## config.mk

```make
export PLATFORM = sky130hd
export DESIGN_NAME = ex_pipe_stage_md_flat
export DESIGN_NICKNAME = d
export VERILOG_FILES = /design/src/rtl/ex_pkg.sv /design/src/rtl/ex_pipe_stage_md_if.sv /design/src/rtl/ex_muldiv_unit.sv /design/src/rtl/ex_pipe_stage_md.sv /design/src/flat_wrapper.sv
export SDC_FILE = /design/constraint.sdc
export NUM_CORES = 1
export LEC_CHECK = 0
export CAP_MARGIN = 20
export CORE_MARGIN = 3
export CORE_UTILIZATION = 45
export CTS_BUF_LIST = sky130_fd_sc_hd__clkbuf_4 sky130_fd_sc_hd__clkbuf_8
export DETAILED_ROUTE_END_ITERATION = 8
export PLACE_DENSITY = 0.68
export SLEW_MARGIN = 40
export SYNTH_ARGS = -nofsm -noshare
export SYNTH_HDL_FRONTEND = slang
export SYNTH_SLANG_ARGS = --single-unit
```

## constraint.sdc

```tcl
create_clock -name clk -period 9.5 [get_ports clk]
set_input_delay 1.9 -clock clk [delete_from_list [all_inputs] [get_ports clk]]
set_output_delay 1.9 -clock clk [all_outputs]
set_load 0.01 [all_outputs]
```

## src/rtl/ex_pkg.sv

```systemverilog
// ex_pkg: shared ALU-control codes, funct constants, forward selects and mul/div encodings
// for the ex_pipe_stage_md execute stage.
package ex_pkg;
    localparam logic [3:0] ALU_ADD  = 4'd0;
    localparam logic [3:0] ALU_SUB  = 4'd1;
    localparam logic [3:0] ALU_AND  = 4'd2;
    localparam logic [3:0] ALU_OR   = 4'd3;
    localparam logic [3:0] ALU_XOR  = 4'd4;
    localparam logic [3:0] ALU_NOR  = 4'd5;
    localparam logic [3:0] ALU_SLT  = 4'd6;
    localparam logic [3:0] ALU_SLTU = 4'd7;
    localparam logic [3:0] ALU_MFHI = 4'd8;
    localparam logic [3:0] ALU_MFLO = 4'd9;
    localparam logic [3:0] ALU_ZERO = 4'd10;

    localparam logic [5:0] F_MFHI = 6'h10;
    localparam logic [5:0] F_MFLO = 6'h12;
    localparam logic [5:0] F_MULT = 6'h18;
    localparam logic [5:0] F_ADD  = 6'h20;
    localparam logic [5:0] F_ADDU = 6'h21;
    localparam logic [5:0] F_SUB  = 6'h22;
    localparam logic [5:0] F_SUBU = 6'h23;
    localparam logic [5:0] F_AND  = 6'h24;
    localparam logic [5:0] F_OR   = 6'h25;
    localparam logic [5:0] F_XOR  = 6'h26;
    localparam logic [5:0] F_NOR  = 6'h27;
    localparam logic [5:0] F_SLT  = 6'h2A;
    localparam logic [5:0] F_SLTU = 6'h2B;

    localparam logic [1:0] ALUOP_ADD   = 2'b00;
    localparam logic [1:0] ALUOP_SUB   = 2'b01;
    localparam logic [1:0] ALUOP_FUNCT = 2'b10;
    localparam logic [1:0] ALUOP_OR    = 2'b11;

    // 00 and 11 both select the register operand
    localparam logic [1:0] FWD_WB  = 2'b01;
    localparam logic [1:0] FWD_MEM = 2'b10;

    typedef enum logic [1:0] {MD_IDLE, MD_BUSY, MD_DONE} md_state_e;
    typedef enum logic [1:0] {MD_MULT, MD_MULTU, MD_DIV, MD_DIVU} md_op_e;

    // mult/multu/div/divu occupy 0x18..0x1B
    function automatic logic is_md_funct(input logic [5:0] f);
        return (f & 6'h3C) == F_MULT;
    endfunction
endpackage

```

## src/rtl/ex_pipe_stage_md_if.sv

```systemverilog
// ex_pipe_stage_md_if: ID/EX operands, forwarding inputs and EX results of the execute stage.
interface ex_pipe_stage_md_if #(parameter int DATA_WIDTH = 32);
    logic [31:0]           id_ex_instr;
    logic                  id_ex_valid;
    logic [DATA_WIDTH-1:0] id_ex_reg1;
    logic [DATA_WIDTH-1:0] id_ex_reg2;
    logic [DATA_WIDTH-1:0] id_ex_imm_value;
    logic [DATA_WIDTH-1:0] ex_mem_alu_result;
    logic [DATA_WIDTH-1:0] mem_wb_write_back_result;
    logic                  id_ex_alu_src;
    logic [1:0]            id_ex_alu_op;
    logic [1:0]            Forward_A;
    logic [1:0]            Forward_B;
    logic [DATA_WIDTH-1:0] alu_in2_out;
    logic [DATA_WIDTH-1:0] alu_result;
    logic                  ex_stall;
    logic [DATA_WIDTH-1:0] hi_out;
    logic [DATA_WIDTH-1:0] lo_out;

    modport master (
        output id_ex_instr, id_ex_valid, id_ex_reg1, id_ex_reg2, id_ex_imm_value,
               ex_mem_alu_result, mem_wb_write_back_result, id_ex_alu_src, id_ex_alu_op,
               Forward_A, Forward_B,
        input  alu_in2_out, alu_result, ex_stall, hi_out, lo_out
    );

    modport slave (
        input  id_ex_instr, id_ex_valid, id_ex_reg1, id_ex_reg2, id_ex_imm_value,
               ex_mem_alu_result, mem_wb_write_back_result, id_ex_alu_src, id_ex_alu_op,
               Forward_A, Forward_B,
        output alu_in2_out, alu_result, ex_stall, hi_out, lo_out
    );
endinterface

```

## src/rtl/ex_muldiv_unit.sv

```systemverilog
// ex_muldiv_unit: iterative radix-2 multiply/divide with architectural HI/LO registers.
// EX_MD_EARLY_EXIT_EN: multiply finishes once the remaining multiplier bits are all zero.
module ex_muldiv_unit
    import ex_pkg::*;
#(
    parameter int DATA_WIDTH = 32,
    parameter int CNT_WIDTH  = $clog2(DATA_WIDTH) + 1
) (
    input  logic                  clk,
    input  logic                  reset,
    input  logic                  start,
    input  md_op_e                op,
    input  logic [DATA_WIDTH-1:0] a,
    input  logic [DATA_WIDTH-1:0] b,
    output logic                  busy,
    output logic [DATA_WIDTH-1:0] hi,
    output logic [DATA_WIDTH-1:0] lo
);
    localparam int W = DATA_WIDTH;

    md_state_e state, state_nxt;
    logic [CNT_WIDTH-1:0] cnt;
    logic [2*W-1:0] acc, mcand, acc_step, prod;
    logic [W-1:0] bq, abs_a, abs_b, quo, rem;
    logic [W:0] sh, diff;
    logic is_div, neg_q, neg_r, s_op, last, zero_exit, qb;

    assign s_op  = ~op[0];
    assign abs_a = (s_op && a[W-1]) ? -a : a;
    assign abs_b = (s_op && b[W-1]) ? -b : b;

    // divide: acc = {remainder, dividend shifting out / quotient shifting in}
    // multiply: acc = running product, mcand shifts left, bq (multiplier) shifts right
    assign sh       = {acc[2*W-1:W], acc[W-1]};
    assign diff     = sh - {1'b0, bq};
    assign qb       = ~diff[W];
    assign acc_step = is_div ? {qb ? diff[W-1:0] : sh[W-1:0], acc[W-2:0], qb}
                             : acc + (bq[0] ? mcand : '0);
    assign quo      = acc_step[W-1:0];
    assign rem      = acc_step[2*W-1:W];
    assign prod     = neg_q ? -acc_step : acc_step;

`ifdef EX_MD_EARLY_EXIT_EN
    assign zero_exit = ~op[1] && abs_b == '0;
    assign last      = cnt == CNT_WIDTH'(W - 1) || (!is_div && bq[W-1:1] == '0);
`else
    assign zero_exit = 1'b0;
    assign last      = cnt == CNT_WIDTH'(W - 1);
`endif

    always_ff @(posedge clk or posedge reset) begin
        if (reset)
            state <= MD_IDLE;
        else
            state <= state_nxt;
    end

    // DONE never looks at start: the finished instruction is still sitting in EX
    always_comb begin
        busy      = !reset && (state == MD_BUSY || (state == MD_IDLE && start));
        state_nxt = state == MD_IDLE ? (start ? (zero_exit ? MD_DONE : MD_BUSY) : MD_IDLE) :
                    state == MD_BUSY ? (last ? MD_DONE : MD_BUSY) : MD_IDLE;
    end

    always_ff @(posedge clk or posedge reset) begin
        if (reset) begin
            cnt    <= '0;
            acc    <= '0;
            mcand  <= '0;
            bq     <= '0;
            is_div <= 1'b0;
            neg_q  <= 1'b0;
            neg_r  <= 1'b0;
            hi     <= '0;
            lo     <= '0;
        end else if (state == MD_IDLE && start) begin
            cnt    <= '0;
            is_div <= op[1];
            neg_q  <= s_op && (a[W-1] ^ b[W-1]) && b != '0;
            neg_r  <= s_op && a[W-1];
            acc    <= op[1] ? {{W{1'b0}}, abs_a} : '0;
            mcand  <= {{W{1'b0}}, abs_a};
            bq     <= abs_b;
            if (zero_exit) begin
                hi <= '0;
                lo <= '0;
            end
        end else if (state == MD_BUSY) begin
            cnt   <= cnt + CNT_WIDTH'(1);
            acc   <= acc_step;
            mcand <= mcand << 1;
            bq    <= is_div ? bq : bq >> 1;
            if (last)
                {hi, lo} <= is_div ? {neg_r ? -rem : rem, neg_q ? -quo : quo} : prod;
        end
    end
endmodule

```

## src/rtl/ex_pipe_stage_md.sv

```systemverilog
// ex_pipe_stage_md: MIPS execute stage with forwarding, ALU and an iterative mul/div unit.
// EX_MD_EARLY_EXIT_EN (in ex_muldiv_unit) shortens multiplies with small multipliers.
module ex_pipe_stage_md
    import ex_pkg::*;
#(
    parameter int DATA_WIDTH = 32,
    parameter int CNT_WIDTH  = $clog2(DATA_WIDTH) + 1
) (
    input logic              clk,
    input logic              reset,
    ex_pipe_stage_md_if.slave bus
);
    logic [DATA_WIDTH-1:0] op_a, op_b_fwd, op_b, alu_out, hi, lo;
    logic [5:0] funct;
    logic [3:0] alu_ctrl;
    logic md_start, md_busy, unused_instr;

    function automatic logic [DATA_WIDTH-1:0] fwd(input logic [1:0] sel,
                                                  input logic [DATA_WIDTH-1:0] r, m, w);
        return sel == FWD_MEM ? m : sel == FWD_WB ? w : r;
    endfunction

    assign funct        = bus.id_ex_instr[5:0];
    assign unused_instr = ^bus.id_ex_instr[31:6];
    assign op_a     = fwd(bus.Forward_A, bus.id_ex_reg1, bus.ex_mem_alu_result, bus.mem_wb_write_back_result);
    assign op_b_fwd = fwd(bus.Forward_B, bus.id_ex_reg2, bus.ex_mem_alu_result, bus.mem_wb_write_back_result);
    assign op_b     = bus.id_ex_alu_src ? bus.id_ex_imm_value : op_b_fwd;
    assign md_start = bus.id_ex_valid && bus.id_ex_alu_op == ALUOP_FUNCT && is_md_funct(funct);

    always_comb begin
        alu_ctrl = ALU_ZERO;
        case (bus.id_ex_alu_op)
            ALUOP_ADD: alu_ctrl = ALU_ADD;
            ALUOP_SUB: alu_ctrl = ALU_SUB;
            ALUOP_OR:  alu_ctrl = ALU_OR;
            default:
                case (funct)
                    F_ADD, F_ADDU: alu_ctrl = ALU_ADD;
                    F_SUB, F_SUBU: alu_ctrl = ALU_SUB;
                    F_AND:  alu_ctrl = ALU_AND;
                    F_OR:   alu_ctrl = ALU_OR;
                    F_XOR:  alu_ctrl = ALU_XOR;
                    F_NOR:  alu_ctrl = ALU_NOR;
                    F_SLT:  alu_ctrl = ALU_SLT;
                    F_SLTU: alu_ctrl = ALU_SLTU;
                    F_MFHI: alu_ctrl = ALU_MFHI;
                    F_MFLO: alu_ctrl = ALU_MFLO;
                    default: alu_ctrl = ALU_ZERO;
                endcase
        endcase
    end

    always_comb begin
        alu_out = '0;
        case (alu_ctrl)
            ALU_ADD:  alu_out = op_a + op_b;
            ALU_SUB:  alu_out = op_a - op_b;
            ALU_AND:  alu_out = op_a & op_b;
            ALU_OR:   alu_out = op_a | op_b;
            ALU_XOR:  alu_out = op_a ^ op_b;
            ALU_NOR:  alu_out = ~(op_a | op_b);
            ALU_SLT:  alu_out = DATA_WIDTH'($signed(op_a) < $signed(op_b));
            ALU_SLTU: alu_out = DATA_WIDTH'(op_a < op_b);
            ALU_MFHI: alu_out = hi;
            ALU_MFLO: alu_out = lo;
            default:  alu_out = '0;
        endcase
    end

    // mul/div takes the forwarded register operands, never the immediate
    ex_muldiv_unit #(.DATA_WIDTH(DATA_WIDTH), .CNT_WIDTH(CNT_WIDTH)) u_md (
        .clk   (clk),
        .reset (reset),
        .start (md_start),
        .op    (md_op_e'(funct[1:0])),
        .a     (op_a),
        .b     (op_b_fwd),
        .busy  (md_busy),
        .hi    (hi),
        .lo    (lo)
    );

    assign bus.alu_in2_out = op_b_fwd;
    assign bus.alu_result  = alu_out;
    assign bus.ex_stall    = md_busy;
    assign bus.hi_out      = hi;
    assign bus.lo_out      = lo;
endmodule

```

## src/flat_wrapper.sv

```systemverilog
// flat-port wrapper written by rule: the top's interface ports become plain ports
module ex_pipe_stage_md_flat import ex_pkg::*;
#(
    parameter int DATA_WIDTH = 32,
    parameter int CNT_WIDTH  = $clog2(DATA_WIDTH) + 1
)
  (clk, reset, bus_id_ex_instr, bus_id_ex_valid, bus_id_ex_reg1, bus_id_ex_reg2, bus_id_ex_imm_value, bus_ex_mem_alu_result, bus_mem_wb_write_back_result, bus_id_ex_alu_src, bus_id_ex_alu_op, bus_Forward_A, bus_Forward_B, bus_alu_in2_out, bus_alu_result, bus_ex_stall, bus_hi_out, bus_lo_out);
  ex_pipe_stage_md_if #(.DATA_WIDTH(DATA_WIDTH)) bus_i ();
  input logic clk;
  input logic reset;
  input wire logic [$bits(bus_i.id_ex_instr)-1:0] bus_id_ex_instr;
  input wire logic [$bits(bus_i.id_ex_valid)-1:0] bus_id_ex_valid;
  input wire logic [$bits(bus_i.id_ex_reg1)-1:0] bus_id_ex_reg1;
  input wire logic [$bits(bus_i.id_ex_reg2)-1:0] bus_id_ex_reg2;
  input wire logic [$bits(bus_i.id_ex_imm_value)-1:0] bus_id_ex_imm_value;
  input wire logic [$bits(bus_i.ex_mem_alu_result)-1:0] bus_ex_mem_alu_result;
  input wire logic [$bits(bus_i.mem_wb_write_back_result)-1:0] bus_mem_wb_write_back_result;
  input wire logic [$bits(bus_i.id_ex_alu_src)-1:0] bus_id_ex_alu_src;
  input wire logic [$bits(bus_i.id_ex_alu_op)-1:0] bus_id_ex_alu_op;
  input wire logic [$bits(bus_i.Forward_A)-1:0] bus_Forward_A;
  input wire logic [$bits(bus_i.Forward_B)-1:0] bus_Forward_B;
  output wire logic [$bits(bus_i.alu_in2_out)-1:0] bus_alu_in2_out;
  output wire logic [$bits(bus_i.alu_result)-1:0] bus_alu_result;
  output wire logic [$bits(bus_i.ex_stall)-1:0] bus_ex_stall;
  output wire logic [$bits(bus_i.hi_out)-1:0] bus_hi_out;
  output wire logic [$bits(bus_i.lo_out)-1:0] bus_lo_out;
  assign bus_i.id_ex_instr = bus_id_ex_instr;
  assign bus_i.id_ex_valid = bus_id_ex_valid;
  assign bus_i.id_ex_reg1 = bus_id_ex_reg1;
  assign bus_i.id_ex_reg2 = bus_id_ex_reg2;
  assign bus_i.id_ex_imm_value = bus_id_ex_imm_value;
  assign bus_i.ex_mem_alu_result = bus_ex_mem_alu_result;
  assign bus_i.mem_wb_write_back_result = bus_mem_wb_write_back_result;
  assign bus_i.id_ex_alu_src = bus_id_ex_alu_src;
  assign bus_i.id_ex_alu_op = bus_id_ex_alu_op;
  assign bus_i.Forward_A = bus_Forward_A;
  assign bus_i.Forward_B = bus_Forward_B;
  assign bus_alu_in2_out = bus_i.alu_in2_out;
  assign bus_alu_result = bus_i.alu_result;
  assign bus_ex_stall = bus_i.ex_stall;
  assign bus_hi_out = bus_i.hi_out;
  assign bus_lo_out = bus_i.lo_out;
  ex_pipe_stage_md #(.DATA_WIDTH(DATA_WIDTH), .CNT_WIDTH(CNT_WIDTH)) u_core (.clk(clk), .reset(reset), .bus(bus_i));
endmodule
```

Word-level counts from Yosys, hierarchy flattened
Index checks and enable logic that the tools add are counted.
{"block": "classes", "add_sub_neg": 10, "magnitude_cmp": 2, "eq_ne": 32, "n_mux": 31, "bitwise_logic": 8, "n_reduce_logical": 19}
{"op": "$mux W64", "n": 8}
{"op": "$mux W32", "n": 14}
{"op": "$pmux W32 S10", "n": 1}
{"op": "$neg A32 Y32", "n": 4}
{"op": "$add A64 B64 Y64", "n": 1}
{"op": "$lt A32 B32 Y1", "n": 2}
{"op": "$neg A64 Y64", "n": 1}
{"op": "$eq A6 B6 Y1 const B", "n": 10}
{"op": "$pmux W4 S10", "n": 1}
{"op": "$sub A33 B32 Y33", "n": 1}
{"op": "$add A32 B32 Y32", "n": 1}
{"op": "$and A32 B32 Y32", "n": 1}
{"op": "$not A32 Y32", "n": 1}
{"op": "$or A32 B32 Y32", "n": 1}
{"op": "$reduce_bool A32 Y1", "n": 1}
{"op": "$sub A32 B32 Y32", "n": 1}
{"op": "$xor A32 B32 Y32", "n": 1}
{"op": "$eq A4 B3 Y1 const B", "n": 5}
{"op": "$eq A6 B5 Y1 const B", "n": 3}
{"op": "$mux W6", "n": 2}
{"op": "$pmux W4 S3", "n": 1}
{"op": "$eq A2 B1 Y1 const B", "n": 4}
{"op": "$eq A2 B2 Y1 const B", "n": 4}
{"op": "$eq A4 B2 Y1 const B", "n": 2}
{"op": "other kinds (17)", "n": 31}
{"block": "word_totals", "ff_bits": 235, "wordCells": 112}

Depth between registers and ports, before layout
{"block": "logic_depth", "ltp_word": 7, "depth_mapped": 23, "mapped_depth_nobuf": 21}

Modules after synthesis
Synthesis repeated with hierarchy kept, for this count alone.
{"block": "unflattened", "hier_cells": 3922, "area_unflattened_um2": 28588.7}
{"module": "ex_muldiv_unit", "n_inst": 1, "cells_per_inst": 2672, "area_per_inst_um2": 20533.4}
{"module": "ex_pipe_stage_md", "n_inst": 1, "cells_per_inst": 1250, "area_per_inst_um2": 8055.2}

Worst setup path after synthesis
No wires, ideal clock.
{"block": "synth_path", "path_type": "input to output", "start": "input bus_Forward_A[0]", "end": "output bus_alu_result[30]", "t_arrival_ns": 6.590, "setup_slack_ns": 1.010, "stages": 22, "path_buffers": 3, "path_cell_list": "clkbuf_1 -> clkbuf_1 -> buf_1 -> mux2i_1 -> a21oi_1 -> inv_1 -> ha_1 -> fa_1 -> o21bai_1 -> a21oi_1 -> o21bai_1 -> a221oi_1 -> a2111oi_0 -> nor3_1 -> nor3_1 -> o31ai_1 -> nor4_1 -> a2111oi_0 -> mux2i_1 -> a221oi_1 -> xnor2_1 -> o21ai_0"}
{"block": "synth_via", "elab_chain_cells": 6, "word_cells_on_any_way": 11, "cone_classes": "add/sub (2); eq/ne (2); mux (3); bitwise (4)"}
{"item": "start: declaration", "line_no": "flat_wrapper.sv:20", "rtl": "input wire logic [$bits(bus_i.Forward_A)-1:0] bus_Forward_A;"}
{"item": "$eq A2 B1 Y1", "line_no": "ex_pipe_stage_md.sv:20", "rtl": "return sel == FWD_MEM ? m : sel == FWD_WB ? w : r;"}
{"item": "$mux W32", "line_no": "ex_pipe_stage_md.sv:20"}
{"item": "$mux W32 (*)", "line_no": "ex_pipe_stage_md.sv:20"}
{"item": "parallel branches: the longest is 2 deep, another holds $sub A32 B32 Y32"}
{"item": "$pmux W32 S10 (*)", "line_no": "ex_pipe_stage_md.sv:55", "rtl": "case (alu_ctrl)"}
{"item": "end: declaration", "line_no": "flat_wrapper.sv:23", "rtl": "output wire logic [$bits(bus_i.alu_result)-1:0] bus_alu_result;"}
Every way passes the cells marked *.

Worst setup path in the final report
{"block": "layout_path", "start": "input bus_Forward_B[1]", "end": "output bus_alu_result[28]"}
{"block": "layout_via", "elab_chain_cells": 7, "word_cells_on_any_way": 12, "cone_classes": "add/sub (2); eq/ne (2); mux (4); bitwise (4)"}
{"item": "start: declaration", "line_no": "flat_wrapper.sv:21", "rtl": "input wire logic [$bits(bus_i.Forward_B)-1:0] bus_Forward_B;"}
{"item": "$eq A2 B1 Y1", "line_no": "ex_pipe_stage_md.sv:20"}
{"item": "$mux W32", "line_no": "ex_pipe_stage_md.sv:20"}
{"item": "$mux W32 (*)", "line_no": "ex_pipe_stage_md.sv:20"}
{"item": "$mux W32 (*)", "line_no": "ex_pipe_stage_md.sv:27", "rtl": "assign op_b = bus.id_ex_alu_src ? bus.id_ex_imm_value : op_b_fwd;"}
{"item": "parallel branches: the longest is 2 deep, another holds $sub A32 B32 Y32"}
{"item": "$pmux W32 S10 (*)", "line_no": "ex_pipe_stage_md.sv:55"}
Marked as above.

==> impl_metrics.json <==
{
  "final-hold-violation-count": 0,
  "path_clk_slew_ns": 0.06,
  "dp_cells": 5023,
  "synth-main-ff-cell": "dfrtp_1",
  "via_per_inst": 6.24,
  "finalSetupViolations": 0,
  "post-route-drc-count": 0,
  "crit_fanout": 5,
  "area_growth_pct": 21.4,
  "rows": 91,
  "post-cts-setup-buffers": 0,
  "yosys.cell_types.count": 113,
  "final_util": 0.553,
  "avgSynthCellArea_um2": 7.18,
  "n_antenna_cell": 0,
  "ys_async_sr_fraction": 1.00,
  "leakagePower_nw": 14.6,
  "cts_tree": "yes",
  "required_ns": 7.60,
  "hp-class": "register to register",
  "netSwitchingFraction": 0.525,
  "arrival_ns": 7.38,
  "dr.pass1.iters": 6,
  "grt_pass1_wl_mm": 179,
  "setup_tns_ns": 0,
  "synth-edff-count": 0,
  "core_um2": 61800,
  "grt_start_max_net_pins": 135,
  "postRouteWirelength_mm": 122,
  "yosysWarnings": 0,
  "routabilityCongestion": 1.02,
  "layoutNonFillerInstCount": 5103,
  "netlist_instances": 3928,
  "synth_top_area_cell": "dfrtp_1",
  "ctsHoldBuffers": 0,
  "power_density_nw_per_um2": 264,
  "relSlewSlack": 0.390,
  "cap_viol_max_count": 0,
  "clk_latency_ns": 0.64,
  "grt_usage": 0.351,
  "maxSlewViolCount": 0,
  "final_nets": 4638,
  "vdd_ir_drop_max_uv": 269,
  "start_util": 0.456,
  "synth_top_area_share": 0.209,
  "hold_depth": 2,
  "power_frac_seq": 0.212,
  "ant_nets": 0,
  "clkPwrFrac": 0.136,
  "ys_ff_latch": 235,
  "cp-end-kind": "output pin",
  "cts-htree-levels": 2,
  "drive_gt1_frac": 0.0975,
  "startpoint_type": "primary input",
  "criticalPathCategory": "primary input to output pin",
  "cts.sinks": 235,
  "grt-ovfl-total": 0,
  "skew_ns": 0.0536,
  "status": "finished clean",
  "net-switching-power_mw": 4.73,
  "finalCritPeriodShare": 0.977,
  "grt_antenna_before_repair": 1,
  "yosys-top-cells-area": "dfrtp_1, ha_1, nand2_1, o21ai_0, a21oi_1",
  "pwr-share-comb": 0.652,
  "synth_commonest_cells": "nand2_1, o21ai_0, a21oi_1",
  "p_int_mw": 4.29,
  "drt-initial-drc-count": 3321,
  "r2r_cells": 19,
  "die_y_um": 256,
  "fin_crit_ns": 9.28,
  "netlist_area_um2": 28200,
  "total_power_mw": 9.02,
  "syn-num-nets": 4330,
  "ys_seq_area_frac": 0.209,
  "die_area_um2": 65700,
  "pin_count": 331,
  "tightestPinTransition_ns": 0.909,
  "vias": 31849,
  "hpwl_mm": 96.5,
  "cts_max_path_buffers": 3,
  "wl_per_cell_um": 23.8,
  "first_global_vias": 28929,
  "die_x_um": 256,
  "clock-root-buffer": "clkbuf_8",
  "hold-worst-slack_ns": 0.494,
  "io_buffers": 304,
  "yosys.cell_count.top_type": "nand2_1",
  "max_freq_ghz": 0.108,
  "numCtsBuffers": 46
}
-- state kept, by name, summed over array words and instances (netlist names) --
name and flops:
u_core.u_md.acc 64, u_core.u_md.state 2, u_core.u_md.neg_q 1, u_core.u_md.bq 32, u_core.u_md.hi 32, u_core.u_md.mcand 64
u_core.u_md.is_div 1, u_core.u_md.neg_r 1, u_core.u_md.lo 32, u_core.u_md.cnt 6
-- area by class of cell --
class                   count  area [um2]
multi-input cells        3247       20800
flip-flops and latches    235        5880
fillers                  6038       27600
well taps                 837        1050
clock buffers              66         846
clock inverters            12         233
repair buffers            517        4720
inverters                 189         717
-- power by group through the flow --
stage	Combinational [mW]	Sequential [mW]	Clock, mW
detailed placement	5.72	1.90	0
global placement	5.66	1.90	0
finish	5.88	1.91	1.23
global route	6.35	1.92	1.29
CTS	5.75	1.89	1.24
floorplan	3.78	1.66	0
-- stage by stage --
stage	setup slack [ns]	instance area, um2
floorplan	1.01	28200
CTS	0.0419	34100
detailed placement	-0.485	33000
global placement	-0.406	32900
global route	-0.0162	34200
finish	0.216	34200
-- kinds of logic after synthesis --
family,count (synthesis),share of synthesized area
flops,235,0.209
compound gates,1366,0.310
simple gates,1416,0.244
mux,77,0.0277
buf+inv,446,0.0617
xor+xnor,188,0.0584
fa+ha+maj,200,0.0899
-- layout by cell type (no fill, tap or decap), drive strengths merged, types with 13 or more instances in the layout --
cell type and count:
and2 85, nor2b 53, a21o 43, o31a 13
dfrtp 235, xor2 48, a2111oi 16, nor4 23
o22ai 48, nor2 266, xnor2 140, or2 22
a21oi 361, nand4 47, o211ai 50, a22oi 26
or3 42, a31oi 50, and3 67, o31ai 32
a221oi 25, buf 216, nand2 520, o22a 26
nor3 89, a211oi 95, a211o 14, nor3b 14
inv 187, o21a 24, nand2b 36, o21ai 404
o21bai 26, ha 196, clkdlybuf4s50 299, clkbuf 67
mux2i 68, nand3 113
-- repair_timing --
item                                    4_1_cts  5_1_grt
resized for setup                             4       26
pin swaps                                     0        9
endpoints found under the setup margin        4       12
-- layer usage --
layer | GRT usage | vias to the layer above | part of all wire
li1 | - | 14876 | -
met1 | 0.456 | 15150 | 0.40
met2 | 0.560 | 1499 | 0.45
met3 | 0.0485 | 324 | 0.080
met4 | 0.200 | 0 | 0.068
met5 | 0 | - | 0
-- final timing paths --
path                                              startpoint                           endpoint  slack, ns
setup / recovery                            bus_Forward_B[1]                 bus_alu_result[28]       0.22
hold / removal             u_core.u_md.mcand[55]$_DFFE_PP0N_  u_core.u_md.mcand[56]$_DFFE_PP0N_       0.49
setup reg to reg             u_core.u_md.acc[31]$_DFFE_PP0N_      u_core.u_md.hi[6]$_DFFE_PP0P_       2.88
hold reg to reg            u_core.u_md.mcand[55]$_DFFE_PP0N_  u_core.u_md.mcand[56]$_DFFE_PP0N_       0.49
max in group asynchronous                              reset      u_core.u_md.lo[0]$_DFFE_PP0P_       6.75
min in group asynchronous                              reset    u_core.u_md.acc[47]$_DFFE_PP0N_       1.65
-- worst max-delay path: stages --
cell and delay (ns):
clkdlybuf4s50_1 0.55, nand2b_2 0.21, nand2_1 0.12, buf_4 0.16, o21ai_0 0.20, o21ai_0 0.11
buf_4 0.16, ha_1 0.21, fa_1 0.40, o21bai_1 0.19, a21oi_1 0.13, o21bai_2 0.20
a221oi_1 0.11, buf_4 0.17, a2111oi_4 0.36, nor3_2 0.13, nor3_2 0.28, o31ai_1 0.13
buf_4 0.15, buf_4 0.13, nor2_1 0.08, o21bai_1 0.07, a22oi_1 0.19, xnor2_1 0.11
o22ai_1 0.28, clkdlybuf4s50_1 0.64
(Power assumes the default switching activity.)
